[src/rtl/usr_pkg.sv]
// Shared constants and types for the universal shift register: mode encodings,
// transfer FSM states and serial-direction flags.
package usr_pkg;

  localparam logic [2:0] MODE_HOLD = 3'b000;
  localparam logic [2:0] MODE_LOAD = 3'b001;
  localparam logic [2:0] MODE_SHL  = 3'b010;
  localparam logic [2:0] MODE_SHR  = 3'b011;
  localparam logic [2:0] MODE_ROL  = 3'b100;
  localparam logic [2:0] MODE_ROR  = 3'b101;
  localparam logic [2:0] MODE_CLR  = 3'b110;

  typedef enum logic {
    IDLE = 1'b0,
    XFER = 1'b1
  } xfer_state_e;

  // Direction selects which end of the register drives serial_out.
  localparam logic RIGHT = 1'b0;
  localparam logic LEFT  = 1'b1;

endpackage

[src/rtl/usr_xfer_ctrl.sv]
// Transfer sequencer: accepts a start pulse in IDLE, runs WIDTH shift cycles,
// then pulses done. Drives load/shift strobes into the datapath.
module usr_xfer_ctrl
  import usr_pkg::*;
#(
  parameter int WIDTH = 8
) (
  input  logic clk,
  input  logic reset,
  input  logic start,
  output logic busy,
  output logic done,
  output logic load_en,
  output logic shift_en
);

  localparam int CNT_W = $clog2(WIDTH);
  localparam logic [CNT_W-1:0] CNT_LAST = CNT_W'(WIDTH - 1);

  xfer_state_e      state;
  logic [CNT_W-1:0] cnt;

  assign load_en  = (state == IDLE) && start;
  assign shift_en = (state == XFER);

  always_ff @(posedge clk or negedge reset) begin
    if (!reset) begin
      state <= IDLE;
      cnt   <= '0;
      busy  <= 1'b0;
      done  <= 1'b0;
    end else begin
      done <= 1'b0;
      case (state)
        IDLE: begin
          if (start) begin
            state <= XFER;
            cnt   <= '0;
            busy  <= 1'b1;
          end
        end
        XFER: begin
          // The edge seeing CNT_LAST performs the final shift; the counter holds.
          if (cnt == CNT_LAST) begin
            state <= IDLE;
            busy  <= 1'b0;
            done  <= 1'b1;
          end else begin
            cnt <= cnt + 1'b1;
          end
        end
        default: state <= IDLE;
      endcase
    end
  end

endmodule

[src/rtl/universal_shift_register.sv]
// Parametrised parallel/serial register with mode-selected shift, rotate and
// clear, plus a self-timed full-duplex serial transfer.
module universal_shift_register
  import usr_pkg::*;
#(
  parameter int WIDTH = 8
) (
  input  logic             clk,
  input  logic             reset,
  input  logic [2:0]       mode,
  input  logic [WIDTH-1:0] data_in,
  input  logic             serial_in,
  input  logic             start,
  output logic [WIDTH-1:0] data_out,
  output logic             serial_out,
  output logic             busy,
  output logic             done
);

  logic dir_q;
  logic load_en;
  logic shift_en;

  usr_xfer_ctrl #(.WIDTH(WIDTH)) u_ctrl (
    .clk      (clk),
    .reset    (reset),
    .start    (start),
    .busy     (busy),
    .done     (done),
    .load_en  (load_en),
    .shift_en (shift_en)
  );

  always_ff @(posedge clk or negedge reset) begin
    if (!reset) begin
      data_out <= '0;
      dir_q    <= RIGHT;
    end else if (load_en) begin
      data_out <= data_in;
      dir_q    <= RIGHT;
    end else if (shift_en) begin
      data_out <= {serial_in, data_out[WIDTH-1:1]};
    end else begin
      // Mode operations only reach here in IDLE with no start request.
      case (mode)
        MODE_LOAD: data_out <= data_in;
        MODE_SHL: begin
          data_out <= {data_out[WIDTH-2:0], serial_in};
          dir_q    <= LEFT;
        end
        MODE_SHR: begin
          data_out <= {serial_in, data_out[WIDTH-1:1]};
          dir_q    <= RIGHT;
        end
        MODE_ROL: begin
          data_out <= {data_out[WIDTH-2:0], data_out[WIDTH-1]};
          dir_q    <= LEFT;
        end
        MODE_ROR: begin
          data_out <= {data_out[0], data_out[WIDTH-1:1]};
          dir_q    <= RIGHT;
        end
        MODE_CLR: data_out <= '0;
        default:  data_out <= data_out;
      endcase
    end
  end

  assign serial_out = (dir_q == LEFT) ? data_out[WIDTH-1] : data_out[0];

endmodule

[config.mk]
export PLATFORM = sky130hd
export DESIGN_NAME = universal_shift_register
export DESIGN_NICKNAME = d
export VERILOG_FILES = /design/src/rtl/usr_pkg.sv /design/src/rtl/usr_xfer_ctrl.sv /design/src/rtl/universal_shift_register.sv
export SDC_FILE = /design/constraint.sdc
export NUM_CORES = 1
export LEC_CHECK = 0
export BUFFER_PORTS_ARGS = -buffer_cell sky130_fd_sc_hd__buf_2
export CORE_MARGIN = 10
export CORE_UTILIZATION = 59
export CTS_BUF_LIST = sky130_fd_sc_hd__clkbuf_8
export CTS_CLUSTER_SIZE = 30
export DETAILED_ROUTE_END_ITERATION = 8
export PLACE_DENSITY_LB_ADDON = 0.3
export SYNTH_ARGS = -nofsm -noshare
export SYNTH_HDL_FRONTEND = slang
export SYNTH_SLANG_ARGS = --single-unit
[constraint.sdc]
create_clock -name clk -period 2.4 [get_ports clk]
set_input_delay 0.12 -clock clk [delete_from_list [all_inputs] [get_ports clk]]
set_output_delay 0.12 -clock clk [all_outputs]
set_load 0.005 [all_outputs]
# Yosys cells after proc, flatten, opt, wreduce, memory -nomap -nowiden

Cells that the tools add are included.

Word-level logic and storage cells: 45
Flip-flop bits (word level): 15
Input port bits: 15
Output and inout bits: 11

Multiplexer cells: 18
Equal/unequal tests: 11
Bitwise logic cells: 1
$add $sub $neg: 1
Reduce and logical (&&, ||, !) cells: 8

Operators by type and width:

| kind                | number |
|---|---|
| $pmux 8 s6          | 1 |
| $mux 8              | 2 |
| $eq 3x3->1 const B  | 4 |
| $mux 1              | 9 |
| $ne 2x2->1 const B  | 4 |
| $reduce_bool 8->1   | 1 |
| $eq 3x2->1 const B  | 2 |
| $mux 3              | 2 |
| $pmux 1 s2          | 3 |
| $pmux 3 s2          | 1 |
| $reduce_and 2->1    | 3 |
| $reduce_or 2->1     | 2 |
| $add 3x1->3 const B | 1 |
| $eq 3x1->1 const B  | 1 |
| $reduce_bool 3->1   | 1 |
| $logic_and 1x1->1   | 1 |
| $not 1->1           | 1 |

# Depth between registers and ports, before layout

Gate-level depths: netlist of the first run.

Word-level depth: 5
Gate-level depth with buffers: 6
Mapped depth without buffers: 4

# Cells and area by module

Synthesis of the first run repeated with hierarchy kept, for this count alone.

Cell total of the unflattened synthesis: 121
Area total of the unflattened synthesis: 1066.0 um^2

By module, submodules not included:

| module                   | times used | cells an instance | area each (um^2) | seq. area each (um^2) |
|---|---|---|---|---|
| universal_shift_register | 1          | 98                | 775.7            | 225.2 |
| usr_xfer_ctrl            | 1          | 23                | 290.3            | 150.1 |

# Worst setup path after synthesis of the first run

Ideal clock, no wire load.

Kind: reg2reg
Start point: register u_ctrl.cnt[0]
End point: register u_ctrl.cnt[0]
Data arrival time: 1.105 ns
Library setup time: 0.083 ns
Buffers on the path: 0
Path slack: 1.212 ns
Stages on the path, launching flop included: 5
Data required time: 2.317 ns
Period minus slack after synthesis: 1.188 ns
Cells stage by stage: dfrtp_1 > ha_1 > ha_1 > xor2_1 > o21ai_0

Longest elaborated chain between the ends: 3
Elaborated cells on any way between the ends: 6
Those cells by class: 1 x add/sub; 2 x eq/ne; 2 x mux; 1 x reduce/logical

Ends and longest elaborated chain:

| what                                           | RTL line                                 | RTL |
|---|---|---|
| from (decl)                                    | usr_xfer_ctrl.sv:21                      | `logic [CNT_W-1:0] cnt;` |
| from (signal assigned)                         | usr_xfer_ctrl.sv:49                      | `cnt <= cnt + 1'b1;` |
| $add 3x1->3 or $eq 3x3->1 (tied branches)      | usr_xfer_ctrl.sv:49, usr_xfer_ctrl.sv:44 |  |
| $mux 3 or $ne 2x2->1 (tied branches)           | --                                       |  |
| $pmux 3 s2 or $reduce_and 2->1 (tied branches) | --                                       |  |

Several ways; a longest one is shown, not always the timed one. The select of a mux whose other input is x is not followed.
A chain may end at the register's enable or synchronous reset.

# Worst setup path after layout of the first run

Start point: register u_ctrl.state, in the netlist u_ctrl.shift_en
End point: register data_out[3]

Longest elaborated chain between the ends: 3
Elaborated cells on any way between the ends: 5
Those cells by class: 2 x mux; 1 x bitwise; 2 x reduce/logical

Ends and longest elaborated chain:

| what                                                  | RTL line                       | RTL |
|---|---|---|
| from (decl)                                           | usr_xfer_ctrl.sv:20            | `xfer_state_e state;` |
| from (signal assigned)                                | usr_xfer_ctrl.sv:28            | `state <= IDLE;` |
| from (signal assigned)                                | usr_xfer_ctrl.sv:37            | `state <= XFER;` |
| from (signal assigned)                                | usr_xfer_ctrl.sv:45            | `state <= IDLE;` |
| $not 1->1                                             | usr_xfer_ctrl.sv:23            | `assign load_en = (state == IDLE) && start;` |
| $logic_and 1x1->1                                     | usr_xfer_ctrl.sv:23            |  |
| $reduce_bool 8->1 (no line) or $mux 8 (tied branches) | --                             |  |
| to (signal assigned)                                  | universal_shift_register.sv:39 | `data_out <= data_in;` |
| to (signal assigned)                                  | universal_shift_register.sv:42 | `data_out <= {serial_in, data_out[WIDTH-1:1]};` |
| to (signal assigned)                                  | universal_shift_register.sv:46 | `MODE_LOAD: data_out <= data_in;` |
| to (decl)                                             | universal_shift_register.sv:14 | `output logic [WIDTH-1:0] data_out,` |

Several ways; a longest one is shown, not always the timed one.

==> flow_summary.ini, run 1 <==
[status]
outcome = complete, no violations

[placement]
gp_congestion = 0.9216
place.detailed.hpwl_microns = 2015
port_buffers = 25
place_ws_ns = 0.9191

[yosys]
ys_async_sr_fraction_pct = 100.0
synth_cell_types = 41
ys_ff_latch = 15
avgSynthCellArea_sq_um = 8.758
netlist_instances = 124
synth_flop_cell = dfrtp_1
synth_edf_count = 0
mappedNetlistNets = 141
ys_warn_count = 0
seq_area_frac_synth_pct = 34.56
synthesis.area_sq_um = 1086

[setup_path]
reg2regPathDepth = 3
crit_chain = nor2_4, o21ai_4, o211a_1
worst_setup_path_start_kind = flop
r2r_slack_ns = 0.93
cpMaxStageDelayCell = dfrtp_1
crit_required_ns = 2.54
critPathLaunch = u_ctrl.shift_en$_DFF_PN0_
crit_family = flip-flops
critical_path_depth = 3
regToRegEndpoint = data_out[3]$_DFFE_PN0P_
crit_buf_inv = 0
cpPeakStageDelay_ns = 0.54
crit_end = data_out[3]$_DFFE_PN0P_
worstSetupEndpointType = flop
worst-setup-path-type = flop to flop
critPathArrivalTime_ns = 1.61
worstPathMaxFanout = 14
r2r_start = u_ctrl.shift_en$_DFF_PN0_

[layout]
area_growth_pct = 15.55
drive_gt1_share_pct = 24.49
layout_common_cells = 25 x buf_2, 16 x nand2_1, 15 x dfrtp_1
diodes = 0
nets = 165
register_area_sq_um = 375.4
fillers = 144
final_common_cell = buf_2
multi_input_area_sq_um = 651.9

[route]
wirelength_microns = 2794
ant_nets = 0
dr.pass1.iters = 4
drcViolationCount = 0
drt_iter0_markers = 55
detail_route.vias_per_cell = 6.291
vias = 1082
post_drt_wl_per_cell_microns = 16.24

[grt]
grt_overflow_total = 0
grt.total_usage_pct = 14.28
antenna_found_initial = 0
grt_pass1_vias = 1014
grt_max_degree = 20
grt_pass1_wl_microns = 4767

[floorplanning]
io_pins = 26
dieHeight_microns = 62.91
rows = 15
core_sq_um = 1745
initial_core_util_pct = 62.22
die_w_microns = 62.91
dieArea_sq_um = 3957

[timing]
holdWs_ns = 0.2234
rsz0062_at_grt = no
slew_viol_final = 0
skew_ns = 0.001595
final.setup.worst_slack_ns = 0.9302
fmaxAchievable_mhz = 680.4
setup_violations = 0
tns_ns = 0
period_needed_ns = 1.470
hold_viol = 0
tightest_slew_ns = 0.4532
slew-limit-headroom_pct = 69.79
period_share_pct = 61.24

[power]
vdd_drop_max_uv = 797.4
leakagePower_nw = 0.5806
pwr_density_cell_nw_per_um2 = 1034

[clock_network]
clk_pin_slew_worst_paths_ns = 0.06
cts_tree = done
htree_num_levels = 1
clk_latency_ns = 0.25
ctsResizeCount = 0
clock-root-buffer = clkbuf_8
cts_buffers = 3
hold_buffers = 1
cts_sinks = 15
cts_setup_buffers = 0
clock_path_buffers = 2

[min_path]
min_from = serial_in
hold_path.class = input pin to flop

[flow_run]
drv_cap = 0
[flip-flops by register name, indices dropped and copies added, names as in the netlist]
name	cells
data_out	8
dir_q	1
u_ctrl.busy	1
u_ctrl.cnt	3
u_ctrl.done	1
u_ctrl.shift_en	1
[worst register-to-register path, delay by kind of cell, from the launching register on]
kind,cells,cell delay [ns]
AO/OA/AOI/OAI,2,0.42
AND/OR/NAND/NOR,1,0.40
flip-flops,1,0.54
[Yosys cell counts (2+ instances only)]
library cell / n / share of area [%]
a211oi_1: 2 / 1.4
a21boi_0: 4 / 2.8
a21o_1: 2 / 1.4
a21oi_1: 2 / 0.92
a22oi_1: 4 / 2.8
a31oi_1: 3 / 1.7
and3_1: 2 / 1.2
buf_2: 5 / 2.3
dfrtp_1: 15 / 35
ha_1: 2 / 2.3
inv_1: 4 / 1.4
mux2i_1: 2 / 1.8
nand2_1: 16 / 5.5
nand2b_1: 3 / 1.7
nor2_1: 8 / 2.8
o2111ai_1: 4 / 3.2
o211a_1: 4 / 3.7
o21ai_0: 12 / 5.5
o21ai_1: 4 / 1.8
o21ai_2: 2 / 1.6
o221ai_1: 2 / 1.6
o22a_1: 2 / 1.6
xor2_1: 2 / 1.6
[worst min-delay path by stage]
stage                           endpoint  slack, ns  depth (start not counted)
3_5_place_dp   u_ctrl.cnt[0]$_DFFE_PN0P_       0.05                          1
6_report         data_out[7]$_DFFE_PN0P_       0.22                          3
3_3_place_gp   u_ctrl.cnt[0]$_DFFE_PN0P_       0.05                          1
5_1_grt          data_out[7]$_DFFE_PN0P_       0.25                          3
2_1_floorplan    data_out[0]$_DFFE_PN0P_      -0.18                          0
4_1_cts          data_out[7]$_DFFE_PN0P_       0.22                          3
[cell families after synthesis]
logic type,synth area share [%]
XOR/XNOR,1.613
AO/OA/AOI/OAI,35.49
multiplexers,2.880
buffers and inverters,5.414
adder cells (fa/ha/maj),2.304
flip-flops,34.56
AND/OR/NAND/NOR,17.74
[power by group]
| group | leakage (nW) | switching [mW] | total [mW] | internal, mW |
|---|---|---|---|---|
| combinational | 0.370 | 0.279 | 0.568 | 0.289 |
| clock | 0.0255 | 0.0946 | 0.210 | 0.115 |
| sequential | 0.185 | 0.153 | 0.520 | 0.367 |
| total | 0.581 | 0.526 | 1.30 | 0.772 |
[through the flow]
| stage | utilization [%] | instances | total power [mW] | instance area [sq um] |
|---|---|---|---|---|
| after floorplan | - | 124 | 0.9028 | 1086 |
| after global placement | 68.67 | 167 | 1.061 | 1199 |
| after detailed placement | 68.67 | 167 | 1.092 | 1199 |
| after CTS | 71.90 | 172 | 1.303 | 1255 |
| after global routing | 71.90 | 172 | 1.415 | 1255 |
| final | 71.90 | 172 | 1.298 | 1255 |
[layer usage]
layer | share of wire [%] | vias to the layer above | GRT usage (%)
met4 | 2.1 | 0 | 6.145
met5 | 0 | - | 0
met1 | 44 | 506 | 18.94
li1 | - | 510 | -
met2 | 47 | 57 | 21.32
met3 | 7.5 | 9 | 3.226
[final cells by class]
cell class	count	share of cell area, %
inverters	4	1.196
repair buffers	26	10.77
multi-input cells	98	51.94
well taps	25	2.493
flip-flops and latches	15	29.91
clock buffers	3	3.290
clock inverters	1	0.3988
No activity file was read; power rests on OpenSTA's default activity.
==> run 2, diff against run 1 <==
CORE_UTILIZATION = 55   (was 59)
clock period = 1.45 ns   (was 2.4 ns; I/O delays follow)
==> flow_summary.ini, run 2 (synthesis results as in run 1) <==
[status]
outcome = complete, no violations

[route]
post_drt_wl_per_cell_microns = 16.92
drcViolationCount = 0
ant_nets = 0
detail_route.vias_per_cell = 6.376
drt_iter0_markers = 80
vias = 1135
wirelength_microns = 3011
dr.pass1.iters = 5

[setup_path]
r2r_slack_ns = 0.13
crit_required_ns = 1.59
worstSetupEndpointType = flop
worst-setup-path-type = flop to flop
worstPathMaxFanout = 11
worst_setup_path_start_kind = flop
critPathArrivalTime_ns = 1.45

[layout]
finalNonFillerCells = 178
final_cell_area_sq_um = 1289
diodes = 0
layout_common_cells = 25 x buf_2, 16 x nand2_1, 14 x dfrtp_1
largest_register_ffs = 8
area_growth_pct = 18.66
regMostFlops = data_out
nets = 169
drive_gt1_share_pct = 27.15
top_regs = data_out x8, u_ctrl.cnt x3
final_common_cell = buf_2
final_util_pct = 67.06

[placement]
place.detailed.hpwl_microns = 2208
gp_congestion = 1.001
placed_cells = 173
port_buffers = 25
place_area_sq_um = 1231

[floorplanning]
core_sq_um = 1922
die_w_microns = 64.44
initial_core_util_pct = 56.51
io_pins = 26
dieArea_sq_um = 4152
rows = 16
dieHeight_microns = 64.44

[timing]
slew-limit-headroom_pct = 72.74
slew_viol_final = 0
holdWs_ns = 0.1985
tightest_slew_ns = 0.4074
period_needed_ns = 1.317
setup_violations = 0
fmaxAchievable_mhz = 759.3
hold_viol = 0
period_share_pct = 90.83
skew_ns = 0.002049
tns_ns = 0
rsz0062_at_grt = no

[grt]
grt_pass1_wl_microns = 5140
grt_pass1_vias = 1099
grt_overflow_total = 0
grt.total_usage_pct = 14.68
antenna_found_initial = 0
grt_max_degree = 16

[clock_network]
clock-root-buffer = clkbuf_8
cts_buffers = 3
clk_pin_slew_worst_paths_ns = 0.06
cts_tree = done
clock_path_buffers = 2
htree_num_levels = 1
clk_latency_ns = 0.25
cts_sinks = 15

[min_path]
hold_path.class = input pin to flop

[flow_run]
drv_cap = 0

[power]
leakagePower_nw = 0.5994
vdd_drop_max_uv = 1249
pwr_density_cell_nw_per_um2 = 1714
-- run 2: cell count changes in the layout (fill, tap and decap cells not counted), sizes merged --
cell	before	now
buf	25	29
-- run 2: final cells by class --
type                       count  area [sq um]
multi-input combinational     98         651.9
inverter                       4         15.01
fill                         161         633.1
tap                           27         33.78
clock buffer                   3         41.29
clock inverter                 1         5.005
sequential                    15         376.6
timing repair buffer          30         165.2
-- run 2: metal layers --
metal | GRT usage, % | wire length (microns) | vias up
met3 | 4.639 | 327 | 7
met2 | 23.28 | 1392 | 60
li1 | - | - | 522
met1 | 18.35 | 1244 | 546
met4 | 5.080 | 46 | 0
met5 | 0 | 0 | -
-- run 2: worst max-delay path: stages (launching register included) --
cell and delay, ns:
dfrtp_2 0.49, buf_4 0.18, a22oi_1 0.23, o2111ai_1 0.16, o211a_1 0.15
-- run 2: report_power, final --
part,switching [mW],internal [mW],total [mW]
clock,0.150,0.190,0.341
sequential,0.242,0.612,0.854
combinational,0.507,0.507,1.01
total,0.899,1.31,2.21
-- run 2: worst paths after layout --
path,cells after the start,endpoint,startpoint
max in group asynchronous,2,u_ctrl.shift_en$_DFF_PN0_,reset
min in group asynchronous,2,data_out[6]$_DFFE_PN0P_,reset
setup reg to reg,4,data_out[1]$_DFFE_PN0P_,u_ctrl.shift_en$_DFF_PN0_
setup / recovery,4,data_out[1]$_DFFE_PN0P_,u_ctrl.shift_en$_DFF_PN0_
hold / removal,4,data_out[1]$_DFFE_PN0P_,data_in[1]
hold reg to reg,1,dir_q$_DFFE_PN0P_,dir_q$_DFFE_PN0P_
-- run 2: repair_timing --
action | CTS | global route
buffers inserted | 0 | 0
hold buffers | 1 | 0
hold endpoints to repair | 15 | 0
resized for setup | 0 | 1
setup endpoints to repair | 0 | 2
-- run 2: stage by stage --
stage / total power [mW] / worst slack [ns]
finish: 2.209 / 0.1330
floorplan: 1.494 / 0.2624
global placement: 1.818 / 0.1663
detailed placement: 1.859 / 0.09876
global route: 2.403 / 0.07113
CTS: 2.209 / 0.08852
